--- src/rtl/store_size.sv ---
`default_nettype none
// ============================================================================
//  Module      : store_size
//  Description : Store-size unit for the multicycle CPU. Executes sw/sh/sb by
//                merging the low word/half/byte of register B into memory.
//                Word stores write directly. Halfword and byte stores do a
//                read-modify-write: read the addressed word, wait MEM_RD_LAT
//                cycles, merge, then write.
//
//  Parameters  : MEM_RD_LAT - memory read latency in cycles (legal 1..4)
//
//  Ports       : clk        - system clock, rising edge
//                reset      - asynchronous active-high reset
//                start      - one-cycle store request, sampled only in IDLE
//                SSCtrl     - store size: 01 word, 10 half, 11 byte, 00 illegal
//                Addr       - store address, used as given
//                Data_B     - register B source data
//                Mem_rdata  - memory read data
//                Mem_addr   - memory address (registered)
//                Mem_wdata  - memory write data (registered)
//                Mem_wr     - memory write enable, one-cycle pulse (registered)
//                busy       - high whenever the FSM is not IDLE (registered)
//                done       - one-cycle completion pulse (registered)
//                error      - one-cycle pulse with done for illegal SSCtrl
//
//  Revision    : 1.0 - initial release
// ============================================================================
module store_size #(
    parameter int MEM_RD_LAT = 1
) (
    input  logic        clk,
    input  logic        reset,
    input  logic        start,
    input  logic [1:0]  SSCtrl,
    input  logic [31:0] Addr,
    input  logic [31:0] Data_B,
    input  logic [31:0] Mem_rdata,
    output logic [31:0] Mem_addr,
    output logic [31:0] Mem_wdata,
    output logic        Mem_wr,
    output logic        busy,
    output logic        done,
    output logic        error
);

    typedef enum logic [2:0] {
        S_IDLE  = 3'd0,
        S_READ  = 3'd1,
        S_MERGE = 3'd2,
        S_WRITE = 3'd3,
        S_DONE  = 3'd4
    } state_t;

    // Last count value of the READ wait; the counter runs 0..MEM_RD_LAT-1.
    localparam logic [2:0] C_RD_LAST = 3'(MEM_RD_LAT - 1);

    state_t      r_state;
    logic [2:0]  r_rd_cnt;
    // Only the low half of B can reach memory on the read-modify-write path;
    // word stores load Mem_wdata straight from Data_B at acceptance.
    logic [15:0] r_data_b_lo;
    logic        r_is_half;

    // Outputs are registered and updated on the same edge that enters the
    // state they belong to, so Mem_wr/done/error coincide with WRITE/DONE.
    always_ff @(posedge clk or posedge reset) begin
        if (reset) begin
            r_state     <= S_IDLE;
            r_rd_cnt    <= 3'd0;
            r_data_b_lo <= 16'd0;
            r_is_half   <= 1'b0;
            Mem_addr    <= 32'd0;
            Mem_wdata   <= 32'd0;
            Mem_wr      <= 1'b0;
            busy        <= 1'b0;
            done        <= 1'b0;
            error       <= 1'b0;
        end else begin
            Mem_wr <= 1'b0;
            done   <= 1'b0;
            error  <= 1'b0;

            case (r_state)
                S_IDLE: begin
                    if (start) begin
                        Mem_addr    <= Addr;
                        r_data_b_lo <= Data_B[15:0];
                        r_is_half   <= (SSCtrl == 2'b10);
                        busy        <= 1'b1;
                        case (SSCtrl)
                            2'b01: begin
                                Mem_wdata <= Data_B;
                                Mem_wr    <= 1'b1;
                                r_state   <= S_WRITE;
                            end
                            2'b10, 2'b11: begin
                                r_rd_cnt <= 3'd0;
                                r_state  <= S_READ;
                            end
                            default: begin
                                // Illegal size: finish immediately, no access.
                                done    <= 1'b1;
                                error   <= 1'b1;
                                r_state <= S_DONE;
                            end
                        endcase
                    end
                end

                S_READ: begin
                    if (r_rd_cnt == C_RD_LAST) begin
                        r_state <= S_MERGE;
                    end else begin
                        r_rd_cnt <= r_rd_cnt + 3'd1;
                    end
                end

                S_MERGE: begin
                    if (r_is_half) begin
                        Mem_wdata <= {Mem_rdata[31:16], r_data_b_lo};
                    end else begin
                        Mem_wdata <= {Mem_rdata[31:8], r_data_b_lo[7:0]};
                    end
                    Mem_wr  <= 1'b1;
                    r_state <= S_WRITE;
                end

                S_WRITE: begin
                    done    <= 1'b1;
                    r_state <= S_DONE;
                end

                S_DONE: begin
                    busy    <= 1'b0;
                    r_state <= S_IDLE;
                end

                default: begin
                    busy    <= 1'b0;
                    r_state <= S_IDLE;
                end
            endcase
        end
    end

endmodule
`default_nettype wire

--- config.mk ---
export PLATFORM = sky130hd
export DESIGN_NAME = store_size
export DESIGN_NICKNAME = d
export VERILOG_FILES = /design/src/rtl/store_size.sv
export SDC_FILE = /design/constraint.sdc
export NUM_CORES = 1
export LEC_CHECK = 0
export BUFFER_PORTS_ARGS = -buffer_cell sky130_fd_sc_hd__clkbuf_2
export CAP_MARGIN = 10
export CORE_ASPECT_RATIO = 0.75
export CORE_MARGIN = 2
export CORE_UTILIZATION = 49
export CTS_CLUSTER_SIZE = 30
export DETAILED_ROUTE_END_ITERATION = 12
export PLACE_DENSITY_LB_ADDON = 0.2
export SLEW_MARGIN = 10
export SYNTH_ARGS = -nofsm -noshare
export SYNTH_HDL_FRONTEND = slang
export SYNTH_SLANG_ARGS = --single-unit
--- constraint.sdc ---
create_clock -name clk -period 3 [get_ports clk]
set_input_delay 0.3 -clock clk [delete_from_list [all_inputs] [get_ports clk]]
set_output_delay 0.3 -clock clk [all_outputs]
set_load 0.02 [all_outputs]
### After elaboration in Yosys (flattened, before gate mapping)

Cells that the tools add are included.

* add/sub/neg operators: 1
* equality and inequality tests: 11
* multiplexer cells: 21
* bitwise operators: 1
* reductions and logical operators: 12

Operators with widths (count)
* two-way mux 32 bit: 2
* one-hot mux 32 bit (2 select lines): 1
* two-way mux 16 bit: 1
* two-way mux 3 bit: 5
* one-hot mux 3 bit (2 select lines): 2
* one-hot mux 3 bit (4 select lines): 1
* equality test 3 x 2 -> 1 bit, second input constant: 2
* zero test 3 bit: 2
* two-way mux 1 bit: 6
* != test 2 bit, second input constant: 3
* one-hot mux 1 bit (2 select lines): 3
* AND reduction 2 bit: 3
* OR reduction 3 bit: 2
* equality test 2 bit, second input constant: 2
* != test 2 x 1 -> 1 bit, second input constant: 2
* AND reduction 4 bit: 1
* nonzero test 2 bit: 2
* adder 3 x 1 -> 3 bit, second input constant: 1
* equality test 3 x 1 -> 1 bit, second input constant: 1
* AND reduction 3 bit: 1
* equality test 2 x 1 -> 1 bit, second input constant: 1
* OR reduction 2 bit: 1
* inverter 1 bit: 1

* register bits after elaboration: 91
* input bits: 101

### Longest topological paths before layout

Gate-level depths: netlist (run 1).

* word-level depth: 5
* mapped depth: 5
* gate-level depth less buffers: 5

### Worst setup path after synthesis (run 1)

Ideal clock, no wire load.

* path type: flip-flop to flip-flop
* from: reg r_state[1]
* to: reg Mem_addr[0]
* setup time: 125 ps
* arrival: 1409 ps
* required time: 2875 ps
* path slack: 1466 ps
* cell stages (with the launch flop): 4
* path buffers: 1
* cell sequence: dfrtp_1 -> nor4b_4 -> buf_6 -> mux2_2

* word-level cells in the longest chain between the ends: 2

Ends and longest elaborated chain
* start, declared: RTL line 57 `state_t r_state;`
* start signal, assigned: RTL line 68 `r_state <= S_IDLE;`
* start signal, assigned: RTL line 94 `r_state <= S_WRITE;`
* start signal, assigned: RTL line 98 `r_state <= S_READ;`
* zero test 3 bit: RTL line 83 `case (r_state)`
* AND reduction 2 bit (no line)
* end signal, assigned: RTL line 86 `Mem_addr <= Addr;`
* end, declared: RTL line 38 `output logic [31:0] Mem_addr,`

No other way between the ends.
A chain may end at the register's enable or synchronous reset.

### Worst setup path in the final report (run 1)

* from: reg r_state[0]
* to: reg Mem_wdata[23]

* word-level cells in the longest chain between the ends: 3

Ends and longest elaborated chain
* zero test 3 bit / equality test 3 x 2 -> 1 bit (equally long branches): RTL line 83
* != test 2 x 1 -> 1 bit (no line) (tied with other cells)
* AND reduction 3 bit (no line)
* end signal, assigned: RTL line 92 `Mem_wdata <= Data_B;`
* end signal, assigned: RTL line 120 `Mem_wdata <= {Mem_rdata[31:16], r_data_b_lo};`
* end signal, assigned: RTL line 122 `Mem_wdata <= {Mem_rdata[31:8], r_data_b_lo[7:0]};`
* end, declared: RTL line 39 `output logic [31:0] Mem_wdata,`

Several ways; a longest one is shown, not always the timed one.

==> metrics, run 1 <==
run status complete, no violations; post-synthesis average cell area between 10 and 15 um2; CP Data Required Time 3.26 ns; clock transition time at the flip-flop clock pins of the worst setup and hold paths approximately 0.07 ns; share of post-route cells with drive strength above 1 0.485; row count 29; total power divided by cell area 1200 nW/um2; slew margin rel. 0.434; unrepaired setup endpoints after global routing no; number of iterations in the first detailed-routing pass 5; vertical die dimension 84.4 um; class of the tightest hold or removal check in2async; total global routing track utilization 0.219; fmax 0.476 GHz; antenna violation net count after detailed routing 0; area share of the largest cell type after synthesis 0.540; post-route clock skew roughly 0.0062 ns; final setup violation count 0; transition time of the tightest slew-check pin about 0.85 ns; routed length on met1 4.49 mm; number of hold buffers added after CTS 0; final hold violations 0; wire length per cell between 15 and 20 um; initial antenna violation count 0; final max-slew violation count 0; number of clock sinks between 90 and 100; category of the critical setup timing path reg2reg; nature of the critical path endpoint flop; setup tns final 0 ns; RD Place Congestion around 0.8; number of DRC markers after the initial detailed-route iteration between 200 and 300; launching element type of the critical path flop; Die Wd around 110 um; total of flip-flops plus latches after synthesis 91; dominant cell type by area after synthesis sky130_fd_sc_hd__dfrtp_1; Syn-to-layout area delta 27.7%; top cells by area in the synthesized netlist sky130_fd_sc_hd__dfrtp_1 54%, sky130_fd_sc_hd__mux2_2 14%, sky130_fd_sc_hd__a32oi_1 4.8%; final period utilization 0.700; endpoint of the lowest-slack register-to-register path Mem_wdata[23]$_DFFE_PP0P_; arrival time at the worst endpoint 2.36 ns; Static Leak around 2.5 nW; Max FO, Critical Path 26; ANT cells 0; post-CTS setup buffer count 0; post-CTS sizing 0; # placed instances roughly 600; Tmin final 2.10 ns; uppermost routed layer met4; worst reg2reg setup slack about 0.9 ns; clock tree from TritonCTS built; Congestion Overflow GR 0; max-cap check violation count 0; global-route wire length before repair around 17 mm; Synthesis Warnings 0; full die area between 9000 and 10000 um2; most used cells in the layout excluding fill and tap cells 160 x sky130_fd_sc_hd__clkbuf_2, 91 x sky130_fd_sc_hd__dfrtp_1, 53 x sky130_fd_sc_hd__mux2_2; number of distinct library cells after synthesis 35; drt drc 0; met2 wirelength from detailed routing approximately 5.0 mm; Post-Layout Cell Count approximately 600; Worst-Skew Late Latency roughly 0.33 ns; count of mapped cells out of synthesis around 350; via count of the first global-routing pass between 3000 and 4000; number of nets in the synthesized netlist approximately 460; largest net degree at the start of global routing 52; average vias per placed instance 5.84; Critical R2R Launch r_state[0]$_DFFE_PP0P_; metal3 WL between 600 and 700 um; initial core utilization 0.501; CTS max path bufs 2; count of input and output buffers 160; detailed-route via count ~3600; maximum ir drop on the vdd rail roughly 0.0005 V; leading cell type in the layout, fill and taps excluded sky130_fd_sc_hd__clkbuf_2; post-place setup slack 0.951 ns; final wirelength 10.3 mm; part of the Yosys area used for sequential elements 0.540; root buffer cell sky130_fd_sc_hd__clkbuf_16; number of buffers inserted during clock tree synthesis 9; setup slack after layout 0.900 ns; level count of the clock H-tree 3; Core Area about 8400 um2; number of cells on the worst reg-to-reg path 4; fill cell count 680; # nets final 603; Syn Std Cell Area 4220 um2; number of top-level design ports 169; half-perimeter wire length after detailed placement just under 7 mm
## Yosys cell counts
master,count
sky130_fd_sc_hd__a21oi_1,4
sky130_fd_sc_hd__nand2b_1,2
sky130_fd_sc_hd__or3_1,1
sky130_fd_sc_hd__nor3b_2,1
sky130_fd_sc_hd__buf_6,7
sky130_fd_sc_hd__ha_1,2
sky130_fd_sc_hd__nor3b_1,1
sky130_fd_sc_hd__a32oi_1,23
sky130_fd_sc_hd__clkbuf_1,22
sky130_fd_sc_hd__o211ai_1,1
sky130_fd_sc_hd__or4_4,1
sky130_fd_sc_hd__and3_1,1
sky130_fd_sc_hd__or4_1,8
sky130_fd_sc_hd__nand3b_1,5
sky130_fd_sc_hd__nand3_1,24
sky130_fd_sc_hd__mux2i_1,1
sky130_fd_sc_hd__nor3_1,1
sky130_fd_sc_hd__dfrtp_1,91
sky130_fd_sc_hd__o22ai_1,9
sky130_fd_sc_hd__a22o_1,1
sky130_fd_sc_hd__a21boi_0,1
sky130_fd_sc_hd__mux2_1,4
sky130_fd_sc_hd__nand2_1,2
sky130_fd_sc_hd__inv_1,6
sky130_fd_sc_hd__mux2_2,53
sky130_fd_sc_hd__nor4b_4,1
sky130_fd_sc_hd__or3b_2,1
sky130_fd_sc_hd__buf_2,6
sky130_fd_sc_hd__nor2_1,13
sky130_fd_sc_hd__and3b_1,1
sky130_fd_sc_hd__o21ba_2,1
sky130_fd_sc_hd__nand4_1,24
sky130_fd_sc_hd__o32ai_1,8
sky130_fd_sc_hd__o21ai_0,25
sky130_fd_sc_hd__a221oi_1,2
## cell families (layout without fill, tap and decap cells)
logic type	count (synthesis)	after routing	synth area share
AO/OA/AOI/OAI	75	75	0.124
AND/OR/NAND/NOR	87	87	0.125
buffers and inverters	41	192	0.0507
multiplexers	58	58	0.155
adder cells (fa/ha/maj)	2	2	0.00593
flip-flops	91	91	0.540
## worst max path at each step
stage / from / end / slack (ns) / depth (start not counted)
2_1_floorplan: reset / Mem_addr[0]$_DFFE_PP0P_ / 0.34 / 1
3_3_place_gp: r_state[0]$_DFFE_PP0P_ / Mem_wdata[16]$_DFFE_PP0P_ / 0.97 / 4
3_5_place_dp: r_state[0]$_DFFE_PP0P_ / Mem_wdata[23]$_DFFE_PP0P_ / 0.95 / 4
4_1_cts: r_state[0]$_DFFE_PP0P_ / Mem_wdata[23]$_DFFE_PP0P_ / 0.92 / 4
5_1_grt: r_state[0]$_DFFE_PP0P_ / Mem_wdata[29]$_DFFE_PP0P_ / 0.76 / 4
6_report: r_state[0]$_DFFE_PP0P_ / Mem_wdata[23]$_DFFE_PP0P_ / 0.90 / 4
## registers in the layout, indices dropped and copies added, names as in the netlist
signal	count
error	1
r_is_half	1
r_data_b_lo	16
Mem_wr	1
r_rd_cnt	3
busy	1
r_state	3
done	1
Mem_wdata	32
Mem_addr	32
## critical path, stage by stage (launching register included)
cell and delay [ns]:
sky130_fd_sc_hd__dfrtp_1 0.69, sky130_fd_sc_hd__nor2_2 0.73, sky130_fd_sc_hd__buf_4 0.36, sky130_fd_sc_hd__nand4_1 0.12
sky130_fd_sc_hd__nand3_1 0.13
## final cells by class
class                   instances  area (um2)  area share
flip-flops and latches         91        2280       0.423
well taps                     108         135      0.0251
clock buffers                  10         229      0.0425
multi-input cells             222        1730       0.321
clock inverters                 6        88.8      0.0165
inverters                       6        25.0     0.00465
repair buffers                170         901       0.167
## power by group
| part | switching (W) | internal [W] |
|---|---|---|
| registers | 0.000479 | 0.00185 |
| clock network | 0.000467 | 0.000732 |
| logic | 0.00168 | 0.00126 |
| total | 0.00263 | 0.00384 |
## per-layer routing
metal,vias up,track usage
met5,-,0
met4,0,0.0617
met3,12,0.0484
met2,157,0.351
met1,1758,0.306
li1,1652,-
## stage by stage
| step | utilization | area (um2) | hold slack [ns] | total power (W) |
|---|---|---|---|---|
| 3_3_place_gp | 0.602 | 5070 | 0.403 | 0.00518 |
| 6_report | 0.640 | 5390 | 0.0244 | 0.00647 |
| 3_5_place_dp | 0.602 | 5070 | 0.411 | 0.00530 |
| 4_1_cts | 0.640 | 5390 | 0.0486 | 0.00650 |
| 5_1_grt | 0.640 | 5390 | 0.0785 | 0.00686 |
| 2_1_floorplan | - | 4220 | 0.369 | 0.00441 |
Note: power is estimated with default switching activity, not from simulation.
==> run 2, diff against run 1 <==
--- a/config.mk
+++ b/config.mk
@@ -9,7 +9,7 @@
 export CAP_MARGIN = 10
 export CORE_ASPECT_RATIO = 0.75
 export CORE_MARGIN = 2
-export CORE_UTILIZATION = 49
+export CORE_UTILIZATION = 44
 export CTS_CLUSTER_SIZE = 30
 export DETAILED_ROUTE_END_ITERATION = 12
 export PLACE_DENSITY_LB_ADDON = 0.2
==> constraint.sdc (replaced) <==
create_clock -name clk -period 1.7 [get_ports clk]
set_input_delay 0.17 -clock clk [delete_from_list [all_inputs] [get_ports clk]]
set_output_delay 0.17 -clock clk [all_outputs]
set_load 0.02 [all_outputs]
==> metrics, run 2 (synthesized netlist as in run 1, its figures left out) <==
final wirelength 10.7 mm; unrepaired setup endpoints after global routing no; cells along the critical path nor4b_4 -> buf_12 -> mux2_2; root buffer cell sky130_fd_sc_hd__clkbuf_16; share of post-route cells with drive strength above 1 0.489; slew margin rel. 0.660; Die Wd roughly 120 um; category of the critical setup timing path reg2reg; cell class contributing the biggest share of worst-path delay flip-flops; CP max-delay cell sky130_fd_sc_hd__dfrtp_1; initial antenna violation count 0; largest net degree at the start of global routing 92; row count 30; Post-Layout Cell Count ~640; Critical Path Start r_state[0]$_DFFE_PP0P_; post-route clock skew approximately 0.0026 ns; endpoint with the worst hold slack Mem_wdata[17]$_DFFE_PP0P_; Static Leak 2.48 nW; total power divided by cell area roughly 2100 nW/um2; vertical die dimension a little under 90 um; PnR Total Power 0.0114 W; Regs by FF count Mem_addr x32, Mem_wdata x32, r_data_b_lo x16; number of clock sinks between 90 and 100; post-place setup slack about 0.11 ns; Max FO, Critical Path 35; detailed-route via count 3584; Core Area about 9200 um2; final period utilization 0.927; number of buffers inserted during clock tree synthesis 9; launching element type of the critical path flop; worst reg2reg setup slack 0.12 ns; initial core utilization 0.459; # nets final 610; start point of the worst hold path Mem_rdata[17]; Critical R2R Launch r_state[0]$_DFFE_PP0P_; met1 track demand over resource 0.287; # placed instances between 600 and 700; final setup violation count 0; ANT cells 0; met2 Usage GRT 0.338; fmax between 0.6 and 0.7 GHz; full die area around 10000 um2; smallest hold slack 0.0485 ns; drt drc 0; max-cap check violation count 0; Worst-Skew Late Latency ~0.33 ns; nature of the critical path endpoint flop; setup tns final 0 ns; number of DRC markers after the initial detailed-route iteration approximately 260; Worst path depth 3; CTS max path bufs 2; half-perimeter wire length after detailed placement 6.98 mm; setup slack after layout around 0.12 ns; RD Place Congestion 0.718; fill cell count between 700 and 800; number of buffer and inverter instances along the worst setup path 1; level count of the clock H-tree 3; highest-utilization routing layer at the global route stage met2; number of top-level design ports between 150 and 200; maximum ir drop on the vdd rail between 0.001 and 0.0015 V; CP Data Required Time between 1.5 and 2 ns; most used cells in the layout excluding fill and tap cells 160 x sky130_fd_sc_hd__clkbuf_2, 91 x sky130_fd_sc_hd__dfrtp_1, 53 x sky130_fd_sc_hd__mux2_2; number of instances on the worst hold path 3; Tmin final ~1.6 ns; via count of the first global-routing pass roughly 3500; Syn-to-layout area delta 29.4%; post-CTS setup buffer count 0; number of cells on the worst reg-to-reg path 3; clock tree from TritonCTS built; final max-slew violation count 0; class of the tightest hold or removal check in2reg; clock transition time at the flip-flop clock pins of the worst setup and hold paths 0.06 ns; transition time of the tightest slew-check pin slightly above 0.5 ns; antenna violation net count after detailed routing 0; wire length per cell 16.8 um; global-route wire length before repair around 17 mm; run status complete, no violations; total global routing track utilization 0.212; final hold violations 0; endpoint of the lowest-slack register-to-register path Mem_addr[3]$_DFFE_PP0P_; count of input and output buffers 160; arrival time at the worst endpoint 1.79 ns; Congestion Overflow GR 0; global-route met3 utilization 0.0548; number of iterations in the first detailed-routing pass 4; largest stage delay on the critical path about 0.42 ns; leading cell type in the layout, fill and taps excluded sky130_fd_sc_hd__clkbuf_2; average vias per placed instance 5.61
run 2: repair_timing:
action / CTS / global route
endpoints found under the setup margin: 0 / 1
hold buffers: 1 / 0
gates resized for setup: 0 / 1
endpoints found under the hold margin: 91 / 0
run 2: routing by layer:
layer	wire length [um]	part of all wire
met5	0	0
met4	95	0.0088
met3	847	0.079
met2	5030	0.47
met1	4760	0.44
run 2: final cells by class:
class,count,area (um2),area share
clock buffer,13,270,0.0495
tap,128,160,0.0293
timing repair buffer,177,985,0.180
inverter,6,26.3,0.00481
clock inverter,2,10.0,0.00183
sequential,91,2280,0.417
multi-input combinational,222,1730,0.317
run 2: metrics by stage:
step / area [um2] / util
after detailed placement: 5160 / 0.562
after global placement: 5160 / 0.562
after floorplan: 4220 / -
after global routing: 5460 / 0.594
final: 5460 / 0.594
after CTS: 5460 / 0.593
run 2: worst max-delay path by stage:
stage / slack, ns / endpoint
3_5_place_dp: 0.11 / Mem_wdata[1]$_DFFE_PP0P_
3_3_place_gp: 0.15 / Mem_wdata[30]$_DFFE_PP0P_
2_1_floorplan: 0.17 / Mem_addr[0]$_DFFE_PP0P_
4_1_cts: 0.09 / Mem_wdata[4]$_DFFE_PP0P_
6_report: 0.12 / Mem_addr[3]$_DFFE_PP0P_
5_1_grt: 0.04 / Mem_addr[2]$_DFFE_PP0P_
run 2: power by group:
part | total (W) | internal (W) | switching, W | leakage [nW]
Clock | 0.00187 | 0.00110 | 0.000770 | 0.141
Sequential | 0.00397 | 0.00327 | 0.000705 | 1.07
Combinational | 0.00552 | 0.00237 | 0.00316 | 1.27
run 2: tightest hold or removal path, cell delays in order:
cell                       delay, ns
sky130_fd_sc_hd__clkbuf_2       0.08
sky130_fd_sc_hd__a32oi_1        0.04
sky130_fd_sc_hd__nand3_1        0.05
==> run 3, diff against run 2 <==
--- a/config.mk
+++ b/config.mk
@@ -9,7 +9,7 @@
 export CAP_MARGIN = 10
 export CORE_ASPECT_RATIO = 0.75
 export CORE_MARGIN = 2
-export CORE_UTILIZATION = 44
+export CORE_UTILIZATION = 49
 export CTS_CLUSTER_SIZE = 30
 export DETAILED_ROUTE_END_ITERATION = 12
 export PLACE_DENSITY_LB_ADDON = 0.2
==> constraint.sdc (replaced) <==
create_clock -name clk -period 1.66 [get_ports clk]
set_input_delay 0.166 -clock clk [delete_from_list [all_inputs] [get_ports clk]]
set_output_delay 0.166 -clock clk [all_outputs]
set_load 0.02 [all_outputs]
==> metrics, run 3 (synthesized netlist as in run 1, its figures left out) <==
CP max-delay cell sky130_fd_sc_hd__dfrtp_1; register cell area after layout between 2000 and 2500 um2; cell class contributing the biggest share of worst-path delay flip-flops; maximum ir drop on the vdd rail approximately 0.0011 V; count of input and output buffers 160; Tmin final around 1.6 ns; total global routing track utilization 0.224; leading cell type in the layout, fill and taps excluded sky130_fd_sc_hd__clkbuf_2; post-CTS sizing 0; full die area around 9400 um2; transition time of the tightest slew-check pin 0.582 ns; Regs by FF count Mem_addr x32, Mem_wdata x32, r_data_b_lo x16; final wirelength 10.5 mm; fill cell count 681; Core Area ~8400 um2; worst reg2reg setup slack 0.07 ns; level count of the clock H-tree 3; area of the multi-input gates about 1700 um2; final hold violations 0; via count of the first global-routing pass approximately 3500; Worst-Skew Late Latency ~0.33 ns; run status complete, no violations; Syn-to-layout area delta 29.9%; endpoint with the worst hold slack Mem_wdata[19]$_DFFE_PP0P_; Max FO, Critical Path 38; Congestion Overflow GR 0; largest net degree at the start of global routing 39; vertical die dimension between 80 and 90 um; number of top-level design ports 169; arrival time at the worst endpoint 1.81 ns; Critical R2R Launch r_state[0]$_DFFE_PP0P_; unrepaired setup endpoints after global routing no; class of the tightest hold or removal check in2reg; Static Leak between 2 and 3 nW; detailed-route via count 3622; cells along the critical path nor4b_4 -> buf_12 -> mux2_2; ANT cells 0; share of post-route cells with drive strength above 1 0.496; Die Wd 111 um; wire length per cell about 17 um; half-perimeter wire length after detailed placement 7.18 mm; final max-slew violation count 0; nature of the critical path endpoint flop; drt drc 0; launching element type of the critical path flop; most used cells in the layout excluding fill and tap cells 160 x sky130_fd_sc_hd__clkbuf_2, 91 x sky130_fd_sc_hd__dfrtp_1, 53 x sky130_fd_sc_hd__mux2_2; CP Data Required Time 1.88 ns; antenna violation net count after detailed routing 0; category of the critical setup timing path reg2reg; number of buffers inserted during clock tree synthesis 9; root buffer cell sky130_fd_sc_hd__clkbuf_16; number of clock sinks slightly above 90; max-cap check violation count 0; RD Place Congestion 0.783; final setup violation count 0; largest stage delay on the critical path 0.45 ns; average vias per placed instance just under 6; number of DRC markers after the initial detailed-route iteration 254; slew margin rel. 0.611; initial antenna violation count 0; fmax ~0.63 GHz; post-route clock skew around 0.007 ns; total power divided by cell area between 2000 and 2500 nW/um2; start point of the worst hold path Mem_rdata[19]; number of instances on the worst hold path 3; initial core utilization 0.501; global-route wire length before repair between 15 and 20 mm; row count 29; PnR Total Power roughly 0.012 W; number of iterations in the first detailed-routing pass 5; CTS max path bufs 2; number of cells on the worst reg-to-reg path 3; final period utilization 0.958; endpoint of the lowest-slack register-to-register path Mem_addr[8]$_DFFE_PP0P_; post-place setup slack about 0.077 ns; setup tns final 0 ns; clock transition time at the flip-flop clock pins of the worst setup and hold paths around 0.07 ns; # nets final approximately 610; setup slack after layout around 0.07 ns; number of buffer and inverter instances along the worst setup path 1; clock tree from TritonCTS built; post-CTS setup buffer count 0
[run 3: changes by cell type in the layout (fill, tap and decap cells not counted), sizes merged]
cell and delta:
buf +4, inv +1, bufinv +1, clkbuf -2, clkinvlp +1
[run 3: layer usage]
| layer | track usage | part of all wire |
|---|---|---|
| met5 | 0 | 0 |
| met4 | 0.0561 | 0.010 |
| met3 | 0.0628 | 0.081 |
| met2 | 0.355 | 0.46 |
| met1 | 0.312 | 0.45 |
[run 3: worst max-delay path by stage]
stage | from | endpoint | slack (ns) | depth (start not counted)
after CTS | r_state[0]$_DFFE_PP0P_ | Mem_addr[23]$_DFFE_PP0P_ | 0.07 | 3
after global routing | r_state[0]$_DFFE_PP0P_ | Mem_addr[23]$_DFFE_PP0P_ | 0.009 | 3
after floorplan | r_state[1]$_DFFE_PP0P_ | Mem_addr[0]$_DFFE_PP0P_ | 0.13 | 3
after detailed placement | r_state[0]$_DFFE_PP0P_ | Mem_addr[15]$_DFFE_PP0P_ | 0.08 | 3
after global placement | r_state[0]$_DFFE_PP0P_ | r_data_b_lo[2]$_DFFE_PP0P_ | 0.12 | 3
final | r_state[0]$_DFFE_PP0P_ | Mem_addr[8]$_DFFE_PP0P_ | 0.07 | 3
[run 3: power breakdown]
group | switching [W] | internal, W
Clock | 0.000828 | 0.00125
Sequential | 0.000731 | 0.00335
Combinational | 0.00323 | 0.00240
[run 3: tightest hold or removal path: cells and delay by family]
kind / cells / cell delay, ns
buffers and inverters: 1 / 0.07
AO/OA/AOI/OAI: 1 / 0.04
AND/OR/NAND/NOR: 1 / 0.06
[run 3: final cells by class]
class | count | area share
Clock buffer | 11 | 0.0461
Clock inverter | 5 | 0.0110
Inverter | 6 | 0.00479
Multi-Input combinational cell | 222 | 0.316
Sequential cell | 91 | 0.416
Tap cell | 108 | 0.0247
Timing Repair Buffer | 181 | 0.182
[run 3: repair_timing]
action,CTS,global route
hold buffers,1,0
setup endpoints to repair,0,0
hold endpoints to repair,23,0
[run 3: per-stage QoR]
step,util,instance area [um2],std cells,hold slack (ns)
floorplan,-,4220,354,0.235
global route,0.651,5480,624,0.0392
CTS,0.651,5480,624,0.0356
detailed placement,0.613,5160,607,0.250
finish,0.651,5480,624,0.0478
global placement,0.613,5160,607,0.244
